==> src/rtl/fb_fetch_master.sv <==
// fb_fetch_master
//   Fetches a frame of words from memory over Wishbone as a series of bursts
//   and pushes each returned word into a downstream synchronous FIFO.
//   A burst only starts when the FIFO has room for all of its words.
//
// Ports
//   clk, rst            clock, synchronous active-high reset
//   frame_start         one-cycle pulse; starts a fetch when frame_words != 0
//   base_addr           first word address of the frame
//   frame_words         number of words in the frame
//   wb_adr_o/cyc/stb    Wishbone master request
//   wb_cti_o            Wishbone cycle type identifier
//   wb_dat_i/ack/err    Wishbone master response
//   fifo_data/wr_en     registered FIFO write port
//   fifo_level          current FIFO occupancy
//   busy                frame in progress
//   err                 sticky bus error, cleared by the next accepted frame
//   dbg_state           current FSM state (IDLE=0, CHECK=1, BURST=2)
//
// Handshake: during BURST the master holds wb_cyc_o/wb_stb_o high and
//   wb_adr_o stable; a beat completes on any clock edge where wb_ack_i is
//   high (the word on wb_dat_i is taken) or wb_err_i is high (beat
//   discarded, cycle aborted). Responses outside BURST are ignored.
//
// Build option: define FB_FETCH_CTI_EN to drive incrementing-burst cycle
//   type identifiers (010 per beat, 111 on the last beat); otherwise the
//   master runs classic cycles with wb_cti_o = 000.

module fb_fetch_master #(
  parameter int DATA_WIDTH = 32,
  parameter int ADDR_WIDTH = 24,
  parameter int BURST_LEN  = 8,
  parameter int FIFO_DEPTH = 64
) (
  input  logic                        clk,
  input  logic                        rst,
  input  logic                        frame_start,
  input  logic [ADDR_WIDTH-1:0]       base_addr,
  input  logic [ADDR_WIDTH-1:0]       frame_words,
  output logic [ADDR_WIDTH-1:0]       wb_adr_o,
  output logic                        wb_cyc_o,
  output logic                        wb_stb_o,
  output logic [2:0]                  wb_cti_o,
  input  logic [DATA_WIDTH-1:0]       wb_dat_i,
  input  logic                        wb_ack_i,
  input  logic                        wb_err_i,
  output logic [DATA_WIDTH-1:0]       fifo_data,
  output logic                        fifo_wr_en,
  input  logic [$clog2(FIFO_DEPTH):0] fifo_level,
  output logic                        busy,
  output logic                        err,
  output logic [1:0]                  dbg_state
);

  localparam int LENW  = $clog2(BURST_LEN) + 1;
  localparam int BEATW = $clog2(BURST_LEN);
  localparam int USEDW = $clog2(FIFO_DEPTH) + 2;

  typedef enum logic [1:0] {
    IDLE  = 2'd0,
    CHECK = 2'd1,
    BURST = 2'd2
  } state_t;

  state_t state, state_d;

  logic [ADDR_WIDTH-1:0] addr;
  logic [ADDR_WIDTH-1:0] remaining;
  logic [ADDR_WIDTH-1:0] pend_base;
  logic [ADDR_WIDTH-1:0] pend_words;
  logic                  pend;
  logic [LENW-1:0]       burst_len;
  logic [BEATW-1:0]      beat;

  logic                  accept;
  logic                  ack_beat;
  logic                  bus_err;
  logic                  last_beat;
  logic                  room_ok;
  logic [LENW-1:0]       chk_len;
  logic [USEDW-1:0]      used;

  always_comb begin
    state_d   = state;
    accept    = frame_start && (frame_words != '0);
    bus_err   = (state == BURST) && wb_err_i;
    // An error on the same edge as an ack wins: the beat is discarded.
    ack_beat  = (state == BURST) && wb_ack_i && !wb_err_i;
    last_beat = (beat == BEATW'(burst_len - LENW'(1)));
    chk_len   = (remaining < ADDR_WIDTH'(BURST_LEN)) ? LENW'(remaining)
                                                     : LENW'(BURST_LEN);
    // A write registered this cycle is not yet in fifo_level, so count it.
    used      = USEDW'(fifo_level) + USEDW'(fifo_wr_en);
    room_ok   = (32'(used) + 32'(chk_len)) <= 32'(FIFO_DEPTH);

    case (state)
      IDLE:  if (accept) state_d = CHECK;
      CHECK: if (!accept && room_ok) state_d = BURST;
      BURST: begin
        if (bus_err) begin
          state_d = IDLE;
        end else if (ack_beat && last_beat) begin
          // A restart (now or pending) overrides the end of the frame.
          if (accept || pend || (remaining != ADDR_WIDTH'(burst_len)))
            state_d = CHECK;
          else
            state_d = IDLE;
        end
      end
      default: state_d = IDLE;
    endcase

    wb_cyc_o  = (state == BURST);
    wb_stb_o  = (state == BURST);
    wb_adr_o  = (state == BURST) ? addr : '0;
    busy      = (state != IDLE);
    dbg_state = state;
`ifdef FB_FETCH_CTI_EN
    wb_cti_o  = (state != BURST) ? 3'b000 : (last_beat ? 3'b111 : 3'b010);
`else
    wb_cti_o  = 3'b000;
`endif
  end

  always_ff @(posedge clk) begin
    if (rst) begin
      state      <= IDLE;
      addr       <= '0;
      remaining  <= '0;
      pend       <= 1'b0;
      pend_base  <= '0;
      pend_words <= '0;
      burst_len  <= '0;
      beat       <= '0;
      err        <= 1'b0;
      fifo_data  <= '0;
      fifo_wr_en <= 1'b0;
    end else begin
      state      <= state_d;
      fifo_wr_en <= ack_beat;
      if (ack_beat) fifo_data <= wb_dat_i;

      case (state)
        IDLE: begin
          if (accept) begin
            addr      <= base_addr;
            remaining <= frame_words;
            err       <= 1'b0;
          end
        end
        CHECK: begin
          if (accept) begin
            addr      <= base_addr;
            remaining <= frame_words;
            err       <= 1'b0;
          end else if (room_ok) begin
            burst_len <= chk_len;
            beat      <= '0;
          end
        end
        BURST: begin
          if (accept) begin
            pend       <= 1'b1;
            pend_base  <= base_addr;
            pend_words <= frame_words;
            err        <= 1'b0;
          end
          if (bus_err) begin
            err  <= 1'b1;
            pend <= 1'b0;
          end else if (ack_beat) begin
            addr <= addr + ADDR_WIDTH'(1);
            beat <= beat + BEATW'(1);
            if (last_beat) begin
              pend <= 1'b0;
              // A pulse on this very edge is newer than any pending one.
              if (accept) begin
                addr      <= base_addr;
                remaining <= frame_words;
              end else if (pend) begin
                addr      <= pend_base;
                remaining <= pend_words;
              end else begin
                remaining <= remaining - ADDR_WIDTH'(burst_len);
              end
            end
          end
        end
        default: ;
      endcase
    end
  end

endmodule

==> config.mk <==
export PLATFORM = sky130hd
export DESIGN_NAME = fb_fetch_master
export DESIGN_NICKNAME = d
export VERILOG_FILES = /design/src/rtl/fb_fetch_master.sv
export SDC_FILE = /design/constraint.sdc
export NUM_CORES = 1
export LEC_CHECK = 0
export CAP_MARGIN = 20
export CORE_ASPECT_RATIO = 0.6
export CORE_MARGIN = 4
export CORE_UTILIZATION = 44
export CTS_CLUSTER_DIAMETER = 50
export DETAILED_ROUTE_END_ITERATION = 7
export GPL_TIMING_DRIVEN = 0
export PLACE_DENSITY = 0.75
export SLEW_MARGIN = 15
export SYNTH_ARGS = -nofsm -noshare
export SYNTH_HDL_FRONTEND = slang
export SYNTH_SLANG_ARGS = --single-unit
==> constraint.sdc <==
create_clock -name clk -period 4.1 [get_ports clk]
set_input_delay 0.82 -clock clk [delete_from_list [all_inputs] [get_ports clk]]
set_output_delay 0.82 -clock clk [all_outputs]
set_load 0.02 [all_outputs]
# == After elaboration in Yosys (flattened, before gate mapping) ==
# Index checks and enable logic that the tools add are counted.
# word_totals
ff_bits,140
in_bits,92
output_inout_bits,66
wordCells,89
# classes
add_sub_neg,6
order_cmp,2
n_eq_ne,13
mux,34
bitwise,1
reduce_logical,22
# op_table
operator,n
$mux 24,13
$pmux 24 s2,2
$add 24x1->24 const B,1
$lt 24x4->1 const B,1
$ne 24x4->1,1
$reduce_bool 24->1,1
$sub 24x4->24,1
$mux 3,4
$ne 2x2->1 const B,5
$reduce_and 5->1,2
$add 8x4->9,1
$le 9x7->1 const B,1
$add 7x1->8,1
$mux 2,4
$mux 1,7
$logic_and 1x1->1,6
$ne 2x1->1 const B,3
$pmux 2 s3,1
$pmux 3 s2,1
$reduce_and 3->1,2
$reduce_bool 2->1,3
$mux 4,1
$reduce_and 4->1,1
$add 3x1->3 const B,1
12 further kinds,14

# == Logic depth before layout (Yosys ltp) ==
# logic_depth
depth_word,8
depth_mapped,14
ltp_nobuf,13

# == Worst setup path after synthesis ==
# OpenSTA, ideal clock, no wires.
# synth_timing
path_type,flip-flop to flip-flop
startpoint,register remaining[12]
endpoint,register beat[1]
setup_ns,0.133
t_arrival_ns,3.808
required_ns,3.967
slack_ns,0.158
stages_incl_launch_ff,13
path_buffers,0
period_less_slack_ns,3.942
cell_sequence,dfxtp_1 or4_1 nor3_1 and4b_1 inv_1 nor2_1 fa_1 fa_1 or3_1 o311ai_0 nand4_1 nor2_1 o22ai_1
# synth_between
elab_chain_cells,6
# synth_rtl
element,line_no,text
from (decl),68,logic [ADDR_WIDTH-1:0] remaining;
from (signal assigned),147,remaining <= frame_words;
from (signal assigned),154,remaining <= frame_words;
from (signal assigned),179,remaining <= frame_words;
$lt 24x4->1,90,chk_len = (remaining < ADDR_WIDTH'(BURST_LEN)) ? LENW'(remaining)
$mux 4,90,
named net chk_len[3],80,logic [LENW-1:0] chk_len;
$add 8x4->9,94,room_ok = (32'(used) + 32'(chk_len)) <= 32'(FIFO_DEPTH);
$le 9x7->1,94,
$ne 2x2->1 (no line),-,
$reduce_and 5->1 (no line),-,
to (signal assigned),173,beat <= beat + BEATW'(1);
to (decl),73,logic [BEATW-1:0] beat;
# The timed path passes the listed nets, and every way through them passes these cells.
# A chain may end at the register's enable or synchronous reset.

# == Worst setup path in the final report ==
# layout_timing
startpoint,register remaining[4]
endpoint,register burst_len[3]
# layout_between
elab_chain_cells,5
# layout_rtl
element,line_no,text
$lt 24x4->1 (*),90,
$mux 4 (*),90,
named net chk_len[3],80,
$add 8x4->9,94,
$le 9x7->1,94,
$reduce_and 3->1 (no line),-,
to (signal assigned),157,burst_len <= chk_len;
to (decl),72,logic [LENW-1:0] burst_len;
# Mark *: on every way through the listed nets, which the timed path passes. The rest lies on a longest branch.

==> results.md <==
* Status: finished, final reports clean
* Ys async rst share at 0
* Final Hold Vio Count at 0
* CTS tree: done
* DR pass1 iterations at 6
* Crit path largest cell delay at 0.62 ns
* Clock skew at 0.0129 ns
* Num ports at 158
* Total GRT Usage at 0.276
* Relative slew slack at 0.219
* Prevailing post-synth register cell: dfxtp_1
* Synth Cell Area at 7490 µm²
* Initial Util at 0.455
* Core area at 16400 µm²
* Via count at 8424
* Routed Antenna Nets at 0
* Largest net degree at the start of global routing at 17
* TritonCTS sink count at 140
* Worst slew pin tran at 1.16 ns
* Die ar. at 19200 µm²
* Synth Area in Adders at 0.0247
* Pre-CTS setup slack at -0.795 ns
* Crit path max-delay cell type: o311ai_1
* Die Wd at 176 µm
* Worst Hold Class: register to register
* Peak VDD IR at 270 µV
* NumNets Final at 1273
* Clk buf depth at 2
* Pwr Density at 369 nW/µm²
* FF+latch count, synth at 140
* Avg WL per Cell at 19.4 µm
* Vias in the first global route at 7660
* Die H at 109 µm
* Hold slack at 0.452 ns
* YS warnings at 0
* Worst Path Arrival at 4.30 ns
* Final setup viols at 0
* Simple-gate share of the synthesized area at 0.269
* Synth Area in Compound Gates at 0.233
* First-pass GRT wire length at 42000 µm
* Antenna violations before repair at 0
* CP Class: register to register
* Synth cell types at 70
* Pins Over Slew Limit at 0
* Row count at 36
* Crit path time final at 3.98 ns
* CTS buffer count at 17
* CP Capture Type: register
* CTS HTree Levels at 4
* I/O Buffers at 154
* Dpl cells at 1372
* Root buffer cell: clkbuf_16
* Mapped Cells at 988
* DRC Markers at 0
* Post-synth EDFFs at 0
* HPWL after DPL at 20100 µm
* Non-Filler Instances at 1407
* Total power draw at 0.00372 W
* Max Fclk at 252 MHz
* Critical Path Start Type: register
* Drt total wl at 27200 µm
* Crit path cell chain: or4_4 > buf_6 > nor3_2 > and4b_2 > inv_1 > nor2_4 > fa_2 > fa_1 > or3_4 > o311ai_1 > a21oi_1 > a211oi_1
* RSZ-0062 raised after global routing: true
* Max FO, Critical Path at 9
* Post-CTS Hold Buffers at 0
* Final period utilization at 0.970
* Worst Path Required at 4.42 ns
* Placer Congestion at 0.948
* PnR worst setup slack at 0.125 ns
* Grt ovf at 0
* Leakage at 3.40 nW
* Commonest cells after routing, fill and taps aside: nand2_1, clkdlybuf4s50_1, dfxtp_1, a21oi_1, clkbuf_1
* Area Growth Syn to Fin at 34.5%
* Leading cell type in the layout, fill and taps excluded: nand2_1
* Initial detailed-routing violation count at 1016
* MaxCap Viol Count at 0
* Post-Syn Area per Cell at 7.58 µm²
* Post-synthesis mux area share at 0.00418
* XOR/XNOR Fraction of Synth Area at 0.0441
* Clk_lat worst skew at 0.42 ns
* DR vias/cell at 5.99
* Register area share after synthesis at 0.374
* Finished Core Util at 0.613
* Largest family of logic cells by synthesized area: simple AND/OR/NAND/NOR gates
* Share of cells above drive strength 1 at 0.0585
* N_diodes at 0
* Worst-path clk slew at 0.06 ns
state kept, by name (all words and copies together) (netlist names):
register	cells
addr	24
beat	3
burst_len	4
dbg_state	2
err	1
fifo_data	32
fifo_wr_en	1
pend	1
pend_base	24
pend_words	24
remaining	24
worst max-delay path, delay by kind of cell, from the launching register on:
| family | cells | cell delay, ns |
|---|---|---|
| fa+ha+maj | 2 | 0.66 |
| flops | 1 | 0.36 |
| buf+inv | 2 | 0.25 |
| simple gates | 5 | 1.61 |
| compound gates | 3 | 0.99 |
layer usage:
layer / vias to the layer above / wire, µm / global-route usage
li1: 3892 / - / -
met1: 3927 / 12300 / 0.406
met2: 565 / 11000 / 0.397
met3: 40 / 3630 / 0.0835
met4: 0 / 335 / 0.0613
met5: - / 0 / 0
kinds of logic after synthesis:
kind of cell    count (synthesis)
simple gates                  427
compound gates                275
flops                         140
xor+xnor                       36
fa+ha+maj                      13
buf+inv                        93
mux                             3
other cells                     1
cell usage after synthesis (all sizes together), types with 21 or more instances:
| master | number | area (µm²) |
|---|---|---|
| nor3 | 25 | 136 |
| nor2 | 48 | 180 |
| nand2 | 217 | 815 |
| nor4 | 28 | 196 |
| and2 | 23 | 144 |
| a31oi | 27 | 169 |
| o21ai | 39 | 195 |
| clkbuf | 58 | 218 |
| dfxtp | 140 | 2800 |
| xnor2 | 21 | 184 |
| nand3 | 27 | 135 |
| a21oi | 107 | 536 |
power breakdown:
part / internal, W / leakage (nW) / total, W / switching (W)
combinational: 0.000230 / 1.97 / 0.000522 / 0.000292
clock: 0.00108 / 0.298 / 0.00171 / 0.000633
sequential: 0.00141 / 1.14 / 0.00148 / 0.0000671
total: 0.00272 / 3.40 / 0.00372 / 0.000992
per-stage QoR:
step | area [µm²] | setup TNS [ns]
final | 10100 | 0
after global placement | 9320 | -5.72
after CTS | 10000 | 0
after global routing | 10100 | -0.0275
after floorplan | 7500 | 0
after detailed placement | 9320 | -6.39
final timing paths:
kind	from	endpoint	slack (ns)	cells past startpoint
setup reg to reg	remaining[4]$_SDFFE_PP0P_	burst_len[3]$_SDFFE_PP0P_	0.12	12
setup / recovery	remaining[4]$_SDFFE_PP0P_	burst_len[3]$_SDFFE_PP0P_	0.12	12
hold / removal	pend_words[21]$_SDFFE_PP0P_	pend_words[21]$_SDFFE_PP0P_	0.45	2
hold reg to reg	pend_words[21]$_SDFFE_PP0P_	pend_words[21]$_SDFFE_PP0P_	0.45	2
what timing repair did:
item | CTS | global route
gates cloned | 0 | 0
pin swaps | 3 | 4
setup endpoints to repair | 9 | 18
buffers inserted | 1 | 3
gates resized for setup | 11 | 8
layout make-up:
cell class              instances  area, µm²
fillers                      1475       6370
flip-flops and latches        140       2800
clock inverters                13        215
multi-input cells             757       4390
plain buffers                  73        304
clock buffers                  17        425
repair buffers                159       1580
inverters                      20       75.1
well taps                     228        285
Note: power is estimated with default switching activity, not from simulation.
